**config.mk**
```make
export PLATFORM = sky130hd
export DESIGN_NAME = op_sequencer
export DESIGN_NICKNAME = d
export VERILOG_FILES = /design/src/rtl/op_seq_pkg.sv /design/src/rtl/op_seq_decoder.sv /design/src/rtl/op_sequencer.sv
export SDC_FILE = /design/constraint.sdc
export NUM_CORES = 1
export LEC_CHECK = 0
export ABC_CLOCK_PERIOD_IN_PS = 1800
export CAP_MARGIN = 20
export CELL_PAD_IN_SITES_DETAIL_PLACEMENT = 1
export CELL_PAD_IN_SITES_GLOBAL_PLACEMENT = 1
export CORE_ASPECT_RATIO = 0.75
export CORE_UTILIZATION = 27
export CTS_CLUSTER_SIZE = 14
export DETAILED_ROUTE_END_ITERATION = 10
export PLACE_DENSITY_LB_ADDON = 0.1
export SLEW_MARGIN = 20
export SYNTH_ARGS = -nofsm -noshare
export SYNTH_HDL_FRONTEND = slang
export SYNTH_SLANG_ARGS = --single-unit
export TNS_END_PERCENT = 50
```
**constraint.sdc**
```tcl
create_clock -name clk -period 1.8 [get_ports clk]
set_clock_uncertainty 0.15 [all_clocks]
set_input_delay 0.18 -clock clk [delete_from_list [all_inputs] [get_ports clk]]
set_output_delay 0.18 -clock clk [all_outputs]
set_load 0.1 [all_outputs]
```
**src/rtl/op_seq_pkg.sv**
```systemverilog
// rtl/op_seq_pkg.sv - shared types and instruction-field constants for the op_sequencer program sequencer
// OP_SEQ_STEP_EN adds the WAIT_STEP state used by single-step mode.
package op_seq_pkg;

  localparam int INSTR_W     = 12;
  localparam int OPC_MSB     = 11;
  localparam int OPC_LSB     = 8;
  localparam int ALU_OP_MSB  = 10;
  localparam int OPERAND_MSB = 7;
  localparam int OPERAND_LSB = 0;
  localparam int OPC_ALU_BIT = 3;

  localparam logic [3:0] OPC_NOP  = 4'h0;
  localparam logic [3:0] OPC_JMP  = 4'h1;
  localparam logic [3:0] OPC_JZ   = 4'h2;
  localparam logic [3:0] OPC_HALT = 4'h3;

  typedef enum logic [2:0] {
    ST_IDLE      = 3'd0,
    ST_FETCH     = 3'd1,
    ST_LOAD      = 3'd2,
    ST_EXEC      = 3'd3,
`ifdef OP_SEQ_STEP_EN
    ST_WAIT_STEP = 3'd5,
`endif
    ST_HALTED    = 3'd4
  } seq_state_e;

endpackage

```
**src/rtl/op_seq_decoder.sv**
```systemverilog
// rtl/op_seq_decoder.sv - combinational instruction-register decode for op_sequencer
// Reserved opcodes 4'h4-4'h7 raise no flag, so they fall through as NOP.
module op_seq_decoder
  import op_seq_pkg::*;
(
  input  logic [INSTR_W-1:0] ir,
  output logic               is_alu,
  output logic               is_jmp,
  output logic               is_jz,
  output logic               is_halt,
  output logic [2:0]         alu_op,
  output logic [7:0]         operand
);

  logic [3:0] opcode;

  assign opcode  = ir[OPC_MSB:OPC_LSB];
  assign is_alu  = opcode[OPC_ALU_BIT];
  assign is_jmp  = (opcode == OPC_JMP);
  assign is_jz   = (opcode == OPC_JZ);
  assign is_halt = (opcode == OPC_HALT);
  assign alu_op  = ir[ALU_OP_MSB:OPC_LSB];
  assign operand = ir[OPERAND_MSB:OPERAND_LSB];

endmodule

```
**src/rtl/op_sequencer.sv**
```systemverilog
// rtl/op_sequencer.sv - fetch/load/exec program sequencer driving the accumulator datapath
// Define OP_SEQ_STEP_EN to add the step port and pause after every executed instruction.
module op_sequencer
  import op_seq_pkg::*;
#(
  parameter int PC_W = 8
) (
  input  logic               clk,
  input  logic               rst,
  input  logic               start,
`ifdef OP_SEQ_STEP_EN
  input  logic               step,
`endif
  output logic [PC_W-1:0]    pm_addr,
  output logic               pm_rd_en,
  input  logic [INSTR_W-1:0] pm_data,
  input  logic [7:0]         acc_value,
  output logic [2:0]         operation_code,
  output logic [7:0]         in_b,
  output logic               aku_enable,
  output logic [PC_W-1:0]    pc,
  output logic               busy,
  output logic               halted
);

  seq_state_e         state_q, state_d;
  logic [PC_W-1:0]    pc_q, pc_d;
  logic [INSTR_W-1:0] ir_q, ir_d;
  logic               busy_q, busy_d;
  logic               halted_q, halted_d;
  logic               rd_en_q, rd_en_d;

  logic       is_alu, is_jmp, is_jz, is_halt;
  logic [2:0] alu_op;
  logic [7:0] operand;
  logic       take_jump;

  op_seq_decoder u_decoder (
    .ir      (ir_q),
    .is_alu  (is_alu),
    .is_jmp  (is_jmp),
    .is_jz   (is_jz),
    .is_halt (is_halt),
    .alu_op  (alu_op),
    .operand (operand)
  );

  // acc_value already includes the previous ALU result, loaded at the end of its EXEC.
  assign take_jump = is_jmp || (is_jz && (acc_value == 8'h00));

  always_comb begin
    state_d = state_q;
    pc_d    = pc_q;
    ir_d    = ir_q;
    case (state_q)
      ST_IDLE:  if (start) state_d = ST_FETCH;
      ST_FETCH: state_d = ST_LOAD;
      ST_LOAD: begin
        ir_d    = pm_data;
        state_d = ST_EXEC;
      end
      ST_EXEC: begin
        if (is_halt) begin
          state_d = ST_HALTED;
        end else begin
`ifdef OP_SEQ_STEP_EN
          state_d = ST_WAIT_STEP;
`else
          state_d = ST_FETCH;
`endif
          pc_d = take_jump ? operand[PC_W-1:0] : pc_q + PC_W'(1);
        end
      end
`ifdef OP_SEQ_STEP_EN
      ST_WAIT_STEP: if (step) state_d = ST_FETCH;
`endif
      ST_HALTED: state_d = ST_HALTED;
      default:   state_d = ST_IDLE;
    endcase

    busy_d   = (state_d != ST_IDLE) && (state_d != ST_HALTED);
    halted_d = (state_d == ST_HALTED);
    rd_en_d  = (state_d == ST_FETCH);
  end

  always_ff @(posedge clk) begin
    if (rst) begin
      state_q  <= ST_IDLE;
      pc_q     <= '0;
      ir_q     <= '0;
      busy_q   <= 1'b0;
      halted_q <= 1'b0;
      rd_en_q  <= 1'b0;
    end else begin
      state_q  <= state_d;
      pc_q     <= pc_d;
      ir_q     <= ir_d;
      busy_q   <= busy_d;
      halted_q <= halted_d;
      rd_en_q  <= rd_en_d;
    end
  end

  assign pm_addr        = pc_q;
  assign pm_rd_en       = rd_en_q;
  assign pc             = pc_q;
  assign operation_code = alu_op;
  assign in_b           = operand;
  assign aku_enable     = (state_q == ST_EXEC) && is_alu;
  assign busy           = busy_q;
  assign halted         = halted_q;

endmodule

```
==> impl_results.md, run 1 <==
- Setup Crit Path Kind: in -> reg
- Synth warnings: 0
- Initial antenna violation count: 0
- Ant. Diodes: 0
- Worst skew pair latency: 0.28 ns
- Clk buf depth: 2
- Final Wtd Congestion: 0.814
- Syn_area_per_cell: 8.60 um2
- Max frequency: 486 MHz
- Worst path max stage delay: 0.51 ns
- Crit path DAT: 2.06 ns
- Synth cell types: 38
- Initial Util: 0.290
- Synth top area share: 0.391
- Pwr dens: 778 mW/mm2
- Largest area contributor in the netlist: dfxtp_1
- First-pass GRT wire length: 7640 um
- Setup TNS: -1.27 ns
- Final Cycle Share: 1.14
- GRT Util Overall: 0.183
- Most common cell in the netlist: dfxtp_1
- Row count: 21
- Nets: 243
- Critical-path cell list: clkdlybuf4s50_1, or4_4, o41ai_4, buf_4, nand2_4, a31oi_2, a31oi_2
- Area contributors post-synth: dfxtp_1 (39%), mux2i_1 (9.0%), nor2_1 (5.9%), buf_4 (5.1%), a31oi_1 (4.2%)
- Critical path peak fanout: 6
- Post-DP HPWL: 3550 um
- Cell Area, Synth: 0.00133 mm2
- 1st-iter DRT viols: 50
- Via density: 5.04
- CP required: 1.81 ns
- Flops & latches, synth: 26
- Vias post-DR: 1386
- Placed Instances: 270
- Clk sinks: 26
- Core ar.: 0.00460 mm2
- HP Class: in -> reg
- CTS tree: built
- Synth Instances: 155
- Clock root cell: clkbuf_8
- Max Cap Viol: 0
- Synthesized Nets: 179
- Area Growth Syn to Fin: 88.5%
- CP max-delay cell: or4_4
- Overflow after GRT: 0
- Final setup fails: 7
- Die W: 83.1 um
- Die Span Y: 62.8 um
- Slew @ Worst Pin: 0.482 ns
- DR WL/cell: 16.7 um
- I/O pin count: 54
- VDD IR-drop max: 307 uV
- Drt total wl: 4590 um
- Endpoints failing hold: 0
- PnR worst setup slack: -0.258 ns
- Headroom to the max-slew limit: 0.678
- Pins over their slew limit: 0
- Drt pass-1 iters: 4
- Layout Utilization: 0.546
- Residual DRC: 0
- Antenna-violating nets left: 0
- Worst Setup End Kind: register
- Largest net degree at the start of global routing: 16
- Min Clock Period, post-route: 2.06 ns
- Worst path most repeated cell: a31oi_2
- Worst R2R Path Depth: 6
- Buffers added on ports: 53
- Main synth FF type: dfxtp_1
- Failing checks: setup timing
- Vias in the first global route: 1497
- RSZ-0062 raised after global routing: true
- DIE AREA: 0.00522 mm2
- Status: finished, violations left
- Hold-fix buffers at CTS: 0
- Post-synth top cells: dfxtp_1 (26), nor2_1 (21), mux2i_1 (12)
- Async set-reset flop share out of synthesis: 0
- Non-filler cells, final: 275
- H-tree levels: 1
- Post-synth EDFFs: 0
- Worst-path clk slew: 0.09 ns
- Fraction of layout cells with a size suffix above 1: 0.390
- CTS Buf Count: 3
- Sequential share of the synthesized area: 0.391
- Worst setup SP type: input pin
- Hold path depth: 6
- LEAKAGE: 0.967 nW
[area by class of cell]
cell class / instances / area [um2]
well taps: 57 / 71.3
inverters: 2 / 7.51
flip-flops and latches: 26 / 533
clock buffers: 3 / 41.3
multi-input cells: 109 / 796
fillers: 499 / 2090
clock inverters: 1 / 30.0
repair buffers: 77 / 1030
[power by group]
part / internal, mW / switching (mW) / total (mW)
clock network: 0.298 / 0.192 / 0.490
registers: 0.616 / 0.0478 / 0.664
logic: 0.314 / 0.487 / 0.801
total: 1.23 / 0.727 / 1.95
[worst paths after layout]
path                              startpoint  slack, ns    end
worst max-delay path            acc_value[5]      -0.26  pc[7]
worst min-delay path            acc_value[2]       0.35  pc[0]
worst max register to register       ir_q[8]      -0.26  pc[7]
worst min register to register       ir_q[6]       0.42  pc[6]
[critical path: cells and delay by family]
family,cells,cell delay [ns]
AOI/OAI and AO/OA,3,0.67
and+or+nand+nor,2,0.61
buffers and inverters,2,0.60
[layout by cell type (no fill, tap or decap), types with 2 or more instances in the layout]
cell type / netlist / layout
dlymetal6s2s_1: 0 / 2
nor3_1: 6 / 5
and2_1: 1 / 2
nand2b_1: 3 / 3
nor2b_1: 5 / 5
a31oi_1: 9 / 5
dfxtp_4: 0 / 2
nand2_1: 6 / 5
o21ai_1: 0 / 4
nand4_1: 2 / 2
a31oi_2: 0 / 2
inv_1: 2 / 2
a21oi_1: 9 / 9
buf_4: 9 / 22
nand3_2: 0 / 2
clkdlybuf4s50_1: 0 / 20
buf_12: 0 / 31
nor3_2: 1 / 2
nor2_1: 21 / 20
buf_6: 0 / 2
and3_1: 3 / 2
mux2i_1: 12 / 12
nand3_1: 7 / 5
dfxtp_1: 26 / 20
a31oi_4: 0 / 2
clkbuf_8: 0 / 3
dfxtp_2: 0 / 4
[repair_timing]
item                                    4_1_cts  5_1_grt
pin swaps                                     9        5
resized for setup                             8       15
endpoints found under the setup margin        8        8
hold endpoints to repair                      0        0
buffers inserted                              1        0
[routing by layer]
layer	GRT usage	up-vias	share of wire
met5	0	-	0
met4	0.0345	0	0.015
met3	0.0423	9	0.064
met2	0.293	52	0.44
met1	0.251	655	0.48
li1	-	670	-
[cells by family after synthesis]
family          after synthesis  share of synthesized area
buf+inv                      20                     0.0854
flops                        26                      0.391
simple gates                 65                      0.264
fa+ha+maj                     1                    0.00939
mux                          12                     0.0901
compound gates               30                      0.154
xor+xnor                      1                    0.00657
[sequential cells by signal, indices dropped and copies added (netlist names)]
name,count
busy,1
halted,1
state_q,3
pm_rd_en,1
ir_q,12
pc,8
[through the flow]
stage	total power, mW	hold slack [ns]	area, um2	worst slack (ns)
after floorplan	1.13	0.169	1350	-0.397
after global placement	1.44	0.390	2340	-0.540
after detailed placement	1.46	0.406	2340	-0.575
after CTS	1.96	0.363	2440	-0.278
after global routing	2.04	0.369	2510	-0.340
final	1.95	0.353	2510	-0.258
No activity file was read; power rests on OpenSTA's default activity.
==> run 2: changes to the inputs <==
==> constraint.sdc (replaced) <==
create_clock -name clk -period 1.8 [get_ports clk]
set_clock_uncertainty 0.15 [all_clocks]
set_input_delay 0.18 -clock clk [delete_from_list [all_inputs] [get_ports clk]]
set_output_delay 0.18 -clock clk [all_outputs]
set_load 0.02 [all_outputs]
==> impl_results.md, run 2 (synthesized netlist as in run 1, its figures left out) <==
- Status: finished, violations left
- Failing checks: setup timing
- Setup slack, reg-to-reg: -0.33 ns (-0.07 ns)
- Critical Path Start: ir_q[8]
- Post-DP HPWL: 3390 um (-4.6%)
- Worst setup SP type: register
- Final Wtd Congestion: 0.840 (+3.2%)
- Sw Share: 0.285 (-0.0871)
- Hold Path Origin: pm_data[8]
- Critical path peak fanout: 5 (-1)
- VDD IR-drop max: 359 uV (+17%)
- DIE AREA: 0.00522 mm2 (unchanged)
- Layout Utilization: 0.460 (-0.0868)
- I/O pin count: 54 (unchanged)
- Nets: 240 (-1.2%)
- Overflow after GRT: 0 (unchanged)
- Drt total wl: 4380 um (-4.5%)
- Endpoints failing hold: 0 (unchanged)
- Met2 global-route usage: 0.285 (-0.00820)
- Met1 usage: 0.243 (-0.00826)
- Area Growth Syn to Fin: 58.6%
- Die Span Y: 62.8 um (unchanged)
- Internal: 1.13 mW (-7.7%)
- Pwr dens: 750 mW/mm2 (-3.7%)
- Total power: 1.58 mW (-19%)
- Vias in the first global route: 1399 (-6.5%)
- DR WL/cell: 16.1 um (-3.5%)
- Worst skew pair latency: 0.28 ns (about the same)
- Layer with the highest usage: met2
- Clk sinks: 26 (unchanged)
- Clock share of power: 0.316 (+0.066)
- Setup Crit Path Kind: reg -> reg
- RSZ-0062 raised after global routing: true
- Worst r2r src: ir_q[8]
- Net Sw Power: 0.451 mW (-38%)
- Clock root cell: clkbuf_8
- LEAKAGE: 0.791 nW (-18%)
- Sequential power share: 0.413 (+0.073)
- Hold Slack: 0.359 ns (+0.00593 ns)
- Drt pass-1 iters: 4 (unchanged)
- Clk buf depth: 2 (unchanged)
- Final instance area: 0.00211 mm2 (-16%)
- CP required: 1.82 ns (about the same)
- CTS tree: built
- Hold-fix buffers at CTS: 0 (unchanged)
- CTS Buf Count: 3 (unchanged)
- Dpl cell area: 0.00200 mm2 (-14%)
- Antenna-violating nets left: 0 (unchanged)
- Setup TNS: -1.88 ns (-0.614 ns)
- First-pass GRT wire length: 7450 um (-2.5%)
- H-tree levels: 1 (unchanged)
- Vias post-DR: 1404 (+1.3%)
- Initial Util: 0.290 (unchanged)
- Min Clock Period, post-route: 2.13 ns (+0.0681 ns)
- PnR worst setup slack: -0.326 ns (-0.0681 ns)
- HP Class: in -> reg
- Slew @ Worst Pin: 0.450 ns (-0.0312 ns)
- Fraction of layout cells with a size suffix above 1: 0.195 (-0.195)
- Residual DRC: 0 (unchanged)
- Worst Setup End Kind: register
- Crit path DAT: 2.14 ns (+0.08 ns)
- Pins over their slew limit: 0 (unchanged)
- Row count: 21 (unchanged)
- Final setup fails: 7 (unchanged)
- Max Cap Viol: 0 (unchanged)
- Initial antenna violation count: 0 (unchanged)
- Most flops, register: ir_q
- Most common cell after layout, fill and taps aside: clkdlybuf4s50_1
- Most frequent cells in the layout: clkdlybuf4s50_1 (50), dfxtp_1 (23), nor2_1 (21), buf_4 (19), mux2i_1 (12)
- M3 GR Usage: 0.0515 (+0.00925)
- Via density: 5.16 (+2.4%)
- Worst-path clk slew: 0.09 ns (about the same)
- 1st-iter DRT viols: 46 (-8.0%)
- Largest register FFs: 12 (unchanged)
- Core ar.: 0.00460 mm2 (unchanged)
- Buffers added on ports: 53 (unchanged)
- Max frequency: 470 MHz (-3.2%)
- Gate power share: 0.271 (-0.139)
- Final Cycle Share: 1.18 (+0.0378)
- Largest net degree at the start of global routing: 16 (unchanged)
- Headroom to the max-slew limit: 0.692 (+0.0139)
- GRT Util Overall: 0.178 (-0.00452)
- Die W: 83.1 um (unchanged)
- Ant. Diodes: 0 (unchanged)
-- run 2: final cells by class --
type                    count  area (um2)
fillers                   538        2480
multi-input cells         109         742
repair buffers             74         692
flip-flops and latches     26         529
well taps                  57        71.3
clock buffers               3        41.3
clock inverters             1        30.0
inverters                   2        7.51
-- run 2: final timing paths --
path              cells after the start  endpoint
hold / removal                        3   ir_q[8]
setup / recovery                      6     pc[5]
hold reg to reg                       2     pc[5]
setup reg to reg                      6     pc[5]
-- run 2: power groups by stage --
| stage | Sequential (mW) | Clock, mW | Combinational, mW |
|---|---|---|---|
| 2_1_floorplan | 0.699 | 0 | 0.176 |
| 3_3_place_gp | 0.662 | 0 | 0.406 |
| 3_5_place_dp | 0.665 | 0 | 0.421 |
| 4_1_cts | 0.655 | 0.518 | 0.427 |
| 5_1_grt | 0.663 | 0.549 | 0.458 |
| 6_report | 0.655 | 0.501 | 0.429 |
-- run 2: worst max-delay path: stages (launching register included) --
cell	delay [ns]
dfxtp_4	0.36
or4b_4	0.50
o41ai_4	0.44
buf_4	0.22
a2111oi_4	0.06
a31oi_1	0.16
a31oi_1	0.11
-- run 2: routing by layer --
layer,share of wire,vias up
met4,0.0082,0
met2,0.45,48
met1,0.48,680
li1,-,669
met5,0,-
met3,0.054,7
-- run 2: repair_timing --
item	CTS	global route
endpoints found under the hold margin	0	0
resized for setup	12	4
endpoints found under the setup margin	8	8
buffers inserted	0	0
pin swaps	6	2
-- run 2: metrics by stage --
step           instances  setup slack (ns)
6_report             272            -0.326
3_5_place_dp         268            -0.623
4_1_cts              272            -0.303
5_1_grt              272            -0.390
3_3_place_gp         268            -0.618
2_1_floorplan        155            -0.296
